$ cat src/rtl/dac_pkg.sv
// Shared constants, frame field positions and types for the DAC SPI register file.
package dac_pkg;
  localparam int CH_NUM   = 8;
  localparam int DAC_W    = 12;
  localparam int FRAME_W  = 16;
  localparam int ADDR_W   = $clog2(CH_NUM);
  localparam int CNT_W    = 5;
  localparam int CNT_MAX  = FRAME_W + 1;

  localparam int ADDR_MSB = 15;
  localparam int ADDR_LSB = 13;
  localparam int LOAD_BIT = 12;
  localparam int VAL_MSB  = 11;

  typedef logic [DAC_W-1:0] dac_word_t;

  typedef enum logic [2:0] {
    IDLE,
    SHIFT,
    CHECK,
    WRITE,
    ERR
  } rf_state_t;
endpackage

$ cat src/rtl/spi_slave_shift.sv
// Oversampled SPI mode-0 slave: input synchronisers, edge detect, RX shifter
// with saturating bit counter, and the MISO echo shifter.
module spi_slave_shift
  import dac_pkg::*;
#(
  parameter int SYNC_STAGES = 2
) (
  input  logic               clk_core,
  input  logic               rst_n,
  input  logic               spi_sclk,
  input  logic               spi_mosi,
  input  logic               spi_cs_n,
  input  logic [FRAME_W-1:0] echo,
  output logic               spi_miso,
  output logic [FRAME_W-1:0] frame,
  output logic [CNT_W-1:0]   bit_cnt,
  output logic               cs_rise,
  output logic               cs_fall
);
  logic [SYNC_STAGES-1:0] sclk_sync;
  logic [SYNC_STAGES-1:0] mosi_sync;
  logic [SYNC_STAGES-1:0] cs_sync;
  logic                   sclk_prev;
  logic                   cs_prev;
  logic                   sclk_s;
  logic                   mosi_s;
  logic                   cs_s;
  logic                   sclk_rise;
  logic                   sclk_fall;
  logic [FRAME_W-1:0]     tx_sr;

  assign sclk_s    = sclk_sync[SYNC_STAGES-1];
  assign mosi_s    = mosi_sync[SYNC_STAGES-1];
  assign cs_s      = cs_sync[SYNC_STAGES-1];
  assign sclk_rise = sclk_s & ~sclk_prev;
  assign sclk_fall = ~sclk_s & sclk_prev;
  assign cs_rise   = cs_s & ~cs_prev;
  assign cs_fall   = ~cs_s & cs_prev;
  assign spi_miso  = tx_sr[FRAME_W-1];

  // cs_n chain resets low so a select still held after reset never looks like a frame start.
  always_ff @(posedge clk_core) begin
    if (!rst_n) begin
      sclk_sync <= '0;
      mosi_sync <= '0;
      cs_sync   <= '0;
      sclk_prev <= 1'b0;
      cs_prev   <= 1'b0;
      frame     <= '0;
      bit_cnt   <= '0;
      tx_sr     <= '0;
    end else begin
      sclk_sync <= {sclk_sync[SYNC_STAGES-2:0], spi_sclk};
      mosi_sync <= {mosi_sync[SYNC_STAGES-2:0], spi_mosi};
      cs_sync   <= {cs_sync[SYNC_STAGES-2:0], spi_cs_n};
      sclk_prev <= sclk_s;
      cs_prev   <= cs_s;

      if (!cs_s && sclk_rise) frame <= {frame[FRAME_W-2:0], mosi_s};

      if (cs_fall) bit_cnt <= CNT_W'(sclk_rise);
      else if (!cs_s && sclk_rise && bit_cnt != CNT_W'(CNT_MAX)) bit_cnt <= bit_cnt + CNT_W'(1);

      if (cs_fall) tx_sr <= echo;
      else if (!cs_s && sclk_fall) tx_sr <= {tx_sr[FRAME_W-2:0], 1'b0};
    end
  end
endmodule

$ cat src/rtl/dac_spi_regfile.sv
// SPI-fed shadow register file with atomic commit to the DAC poller's active channels.
module dac_spi_regfile
  import dac_pkg::*;
#(
  parameter int SYNC_STAGES = 2
) (
  input  logic      clk_core,
  input  logic      rst_n,
  input  logic      spi_sclk,
  input  logic      spi_mosi,
  input  logic      spi_cs_n,
  output logic      spi_miso,
  output dac_word_t data_out [0:CH_NUM-1],
  output logic      en,
  output logic      frame_err
);
  rf_state_t          state;
  rf_state_t          next_state;
  logic               commit;
  logic [FRAME_W-1:0] frame;
  logic [FRAME_W-1:0] echo_reg;
  logic [CNT_W-1:0]   bit_cnt;
  logic               cs_rise;
  logic               cs_fall;
  dac_word_t          shadow [0:CH_NUM-1];
  logic [ADDR_W-1:0]  addr;
  logic               load;
  dac_word_t          value;

  assign addr      = frame[ADDR_MSB:ADDR_LSB];
  assign load      = frame[LOAD_BIT];
  assign value     = frame[VAL_MSB:0];
  assign frame_err = (state == ERR);

  spi_slave_shift #(.SYNC_STAGES(SYNC_STAGES)) u_shift (
    .clk_core (clk_core),
    .rst_n    (rst_n),
    .spi_sclk (spi_sclk),
    .spi_mosi (spi_mosi),
    .spi_cs_n (spi_cs_n),
    .echo     (echo_reg),
    .spi_miso (spi_miso),
    .frame    (frame),
    .bit_cnt  (bit_cnt),
    .cs_rise  (cs_rise),
    .cs_fall  (cs_fall)
  );

  // The register update is taken on the CHECK->WRITE edge so outputs land on the 4th edge after cs_n rises.
  always_comb begin
    next_state = state;
    commit     = 1'b0;
    case (state)
      IDLE:  if (cs_fall) next_state = SHIFT;
      SHIFT: if (cs_rise) next_state = CHECK;
      CHECK: begin
        if (bit_cnt == CNT_W'(FRAME_W)) begin
          next_state = WRITE;
          commit     = 1'b1;
        end else begin
          next_state = ERR;
        end
      end
      WRITE:   next_state = IDLE;
      ERR:     next_state = IDLE;
      default: next_state = IDLE;
    endcase
  end

  always_ff @(posedge clk_core) begin
    if (!rst_n) begin
      state    <= IDLE;
      en       <= 1'b0;
      echo_reg <= '0;
      for (int i = 0; i < CH_NUM; i++) begin
        shadow[i]   <= '0;
        data_out[i] <= '0;
      end
    end else begin
      state <= next_state;
      if (commit) begin
        shadow[addr] <= value;
        echo_reg     <= frame;
        if (load) begin
          en <= 1'b1;
          for (int i = 0; i < CH_NUM; i++) begin
            data_out[i] <= (ADDR_W'(i) == addr) ? value : shadow[i];
          end
        end
      end
    end
  end
endmodule

$ cat config.mk
export PLATFORM = sky130hd
export DESIGN_NAME = dac_spi_regfile
export DESIGN_NICKNAME = d
export VERILOG_FILES = /design/src/rtl/dac_pkg.sv /design/src/rtl/spi_slave_shift.sv /design/src/rtl/dac_spi_regfile.sv
export SDC_FILE = /design/constraint.sdc
export NUM_CORES = 1
export LEC_CHECK = 0
export ABC_AREA = 1
export CAP_MARGIN = 20
export CORE_MARGIN = 2
export CORE_UTILIZATION = 55
export DETAILED_ROUTE_END_ITERATION = 10
export PLACE_DENSITY = 0.77
export RECOVER_POWER = 100
export SLEW_MARGIN = 25
export SYNTH_ARGS = -nofsm -noshare
export SYNTH_HDL_FRONTEND = slang
export SYNTH_HIERARCHICAL = 1
export SYNTH_SLANG_ARGS = --single-unit
$ cat constraint.sdc
create_clock -name clk_core -period 2.5 [get_ports clk_core]
set_clock_uncertainty 0.1 [all_clocks]
set_input_delay 0.5 -clock clk_core [delete_from_list [all_inputs] [get_ports clk_core]]
set_output_delay 0.5 -clock clk_core [all_outputs]
set_load 0.01 [all_outputs]
**Yosys cells after proc, flatten, opt, wreduce, memory -nomap -nowiden**

Memory sizes are Yosys's and may differ from the RTL's. A register that Yosys moved wholly into a read port is not among the register bits.
Index checks and enable logic that the tools add are counted.

- Add/sub/neg operators: 1
- Equal/unequal tests: 7
- Muxes and demuxes: 17
- Bitwise gates (word level): 9
- Reduce and logical (&&, ||, !) cells: 19

Operators by type and width:

| kind | number |
|---|---|
| $mux 16 | 2 |
| $mux 12 | 1 |
| $mux 3 | 4 |
| $reduce_or 12->1 | 1 |
| $logic_not 1->1 | 9 |
| $mux 1 | 9 |
| $pmux 3 s3 | 1 |
| $add 5x1->5 const B | 1 |
| $eq 5x5->1 const B | 1 |
| $ne 5x5->1 const B | 1 |
| $not 1->1 | 5 |
| $and 1x1->1 | 4 |
| $ne 2x2->1 const B | 2 |
| $reduce_and 2->1 | 2 |
| $reduce_bool 2->1 | 2 |
| $eq 3x1->1 const B | 1 |
| $eq 3x2->1 const B | 1 |
| $eq 3x3->1 const B | 1 |
| $logic_and 1x1->1 | 3 |
| $logic_not 3->1 | 1 |
| $reduce_or 2->1 | 1 |

- Bits in registers: 65
- Memory bits (writable): 96
- Input port bits: 5
- Output and inout port bits: 99
- Memories kept: 1

Memories:

| name | words | bits a word | read ports | clocked after memory_dff | wr ports | RTL line | RTL |
|---|---|---|---|---|---|---|---|
| shadow | 8 | 12 | 8 | 8 | 8 | dac_spi_regfile.sv:25 | `dac_word_t shadow [0:CH_NUM-1];` |

**Logic depth before layout (Yosys ltp)**

- Depth in word-level cells: 8
- Depth in mapped cells: 11
- Gate-level depth less buffers: 10

**By module**

Netlist, hierarchy kept.

Modules (own cells, without submodules):

| module | times used | cells an instance | area each (µm²) | seq. area each (µm²) |
|---|---|---|---|---|
| dac_spi_regfile | 1 | 1178 | 9499.1 | 5205.0 |
| spi_slave_shift | 1 | 253 | 1881.8 | 900.9 |

**Worst setup path after synthesis**

Ideal clock, no wire load.

- Path type: input to register
- From: input rst_n
- To: memory shadow[2][0] (netlist name) (enable)
- Setup time: 350 ps
- Arrival time: 1574 ps
- Required time: 2050 ps
- Setup slack: 475 ps
- Cell stages on the path: 6
- Buffers on the path: 2
- Path through: buf_2 > nand2_1 > nor3_1 > nand2_1 > buf_2 > nand2_1

RTL lines:

| what | RTL line | RTL |
|---|---|---|
| start, declared | dac_spi_regfile.sv:8 | `input logic rst_n,` |
| end, declared | dac_spi_regfile.sv:25 |  |

**Worst setup path after layout**

- From: register state[0]
- To: output frame_err

- Cells in the longest elaborated chain, start to end: 1

Ends and longest elaborated chain:

| what | RTL line | RTL |
|---|---|---|
| start, declared | dac_spi_regfile.sv:17 | `rf_state_t state;` |
| start signal, assigned | dac_spi_regfile.sv:80 | `state <= next_state;` |
| $eq 3x3->1 | dac_spi_regfile.sv:33 | `assign frame_err = (state == ERR);` |
| end, declared | dac_spi_regfile.sv:15 | `output logic frame_err` |

No other way between the ends.

==> metrics.txt <==
status=complete, no violations; Reg power frac=52.0%; share of the cycle needed by the critical path after routing=92.3%; Final Net Count=1506; final setup fails=0; Post-Syn Area=11400 um2; power density cells=641 nW/um2; die width=148 um; Startpoint Class=flop; Fillers=1740; initial DRC count=879; Total Wirelength=27900 um; Clock Sinks=approximately 260; clock network fraction of total power=45.3%; sequential element share of the synthesized area=53.6%; vias per inst=approximately 5.3; Max Cap Viol=0; final hold viol count=0; H-tree depth=1; CP endpoint kind=output pin; switching share of power=20.9%; share of cells above drive strength 1=5.60%; largest net degree at the start of global routing=98; vias=9527; post-synthesis register bit count=257; Leak=6.11 nW; Max stage delay on crit path=0.55 ns; DRT Pass-1 Iters=6; Hold Crit Depth=2; syn_nets=approximately 1400; area grow syn2layout=17.1%; post-route ant nets=0; GRT Residual Overflow=0; Clock Tree Root=clkbuf_16; initial antenna violation count=0; VDD IR max=0.000630 V; Post-CTS Resized=0; Starting Density=56.1%; Reg2Reg Depth=6; share of total power in combinational logic=2.7%; Worst-Margin Slew=1.09 ns; CTS Buf Count=26; Critical-path top delay cell=clkdlybuf4s50_1; HPWL after DPL=roughly 17000 um; EDFF count, synth=96; Psw=1.78 mW; Post-Syn Instances=approximately 1400; unrepaired setup endpoints after global routing=false; Tmin final=about 2.3 ns; core area=20300 um2; first-pass GRT wire length=44400 um; Cell variety after synth=32; Final Max Slew Viols=0; hold crit path type=flop to flop; std cell rows=52; total power=8.54 mW; Int Pwr=6.76 mW; Die Y=148 um; DR DRC count=0; I/O pin count=104; Crit Path Category=flop to output pin; Async SR Flop Fraction=0%; commonest non-fill, non-tap cell in the layout=nand2_1; postcts setup bufs=0; max frequency=434 MHz; Die ar.=21900 um2; Port Buffers=~100; hold buffer count at CTS=0; worst path required time=1.90 ns; WL/cell=between 15 and 20 um; yosys warns=6; GPL Wtd Cong=0.834; clock tree buffer depth=3; Top Registers=data_out (96), shadow (96); Reg clk slew, reported paths=0.06 ns; syn avg cell area=7.95 um2; crit-path cells=inv_1, nand2_1, nor2_1, clkdlybuf4s50_1; critical path peak fanout=3; setup TNS=0 ns; commonest cells after routing, fill and taps aside=300 x nand2_1, 280 x inv_1, 161 x dfxtp_1; clk_lat worst skew=0.53 ns; Most used DFF post-synth=dfxtp_1; n_diodes=0; slew margin rel.=27.0%; All-Layer GR Usage=25.3%; TritonCTS clock tree=done; Critical Path AT=1.71 ns; vias in the first global route=about 8700
[cell usage after synthesis, types with 4 or more instances]
cell type	instances	area share (%)
buf_2	26	1.1
nand2_1	298	9.8
buf_6	8	0.79
o21ai_0	16	0.70
nor3_1	5	0.22
nand4_1	73	4.0
a21oi_1	131	5.8
inv_2	5	0.16
nor2_2	4	0.22
dfxtp_1	161	28
inv_1	277	9.1
buf_1	6	0.20
edfxtp_1	96	25
nand3_1	149	6.6
clkbuf_1	47	1.6
o21ai_1	15	0.66
buf_4	14	0.92
nor2_1	79	2.6
[stage by stage]
stage	worst slack (ns)	cells	hold WS [ns]	utilization, %	instance area (um2)
2_1_floorplan	0.475	1431	0.290	-	11400
3_3_place_gp	0.370	1741	0.295	61.8	12500
3_5_place_dp	0.328	1741	0.295	61.8	12500
4_1_cts	0.148	1789	0.237	66.0	13400
5_1_grt	0.0710	1789	0.341	65.7	13300
6_report	0.194	1789	0.311	65.7	13300
[power groups by stage]
stage          logic, mW  clock network [mW]  registers (mW)
2_1_floorplan      0.182                   0            4.52
3_3_place_gp       0.231                   0            4.53
3_5_place_dp       0.237                   0            4.53
4_1_cts            0.239                3.93            4.44
5_1_grt            0.262                4.09            4.45
6_report           0.232                3.87            4.44
[cells by family (layout without fill, tap and decap cells)]
family | Yosys count | count (layout) | synth area share [%]
AOI/OAI and AO/OA | 167 | 167 | 7.48
xor gates and xnor gates | 1 | 1 | 0.0770
adders and majority gates | 2 | 2 | 0.220
buffers and inverters | 385 | 473 | 14.2
DFF | 257 | 257 | 53.6
and+or+nand+nor | 619 | 619 | 24.4
[layer usage]
metal	vias to the layer above	global-route usage [%]	routed length (um)
li1	4673	-	-
met1	4372	33.9	11500
met2	398	41.4	13000
met3	84	3.77	2250
met4	0	10.4	1210
met5	-	0	0
[critical path: cells and delay by family, from the launching register on]
| family | cells | cell delay (ns) |
|---|---|---|
| flops | 1 | 0.29 |
| simple gates | 2 | 0.24 |
| buf+inv | 2 | 0.65 |
[worst paths after layout]
kind / start / end / slack [ns]
max: state[0] / frame_err / 0.19
min: u_shift/sclk_sync[0] / u_shift/sclk_sync[1] / 0.31
max reg2reg: u_shift/sclk_sync[1] / u_shift/bit_cnt[4] / 0.25
min reg2reg: u_shift/sclk_sync[0] / u_shift/sclk_sync[1] / 0.31
[final cells by class]
type                    instances  area [um2]  share of cell area (%)
repair buffers                142        1330                    9.96
flip-flops and latches        257        6110                    45.8
inverters                     283        1070                    8.01
multi-input cells             789        3630                    27.3
clock buffers                  42         797                    5.98
well taps                     270         338                    2.53
clock inverters                 6        61.3                   0.460
No activity file was read; power rests on OpenSTA's default activity.
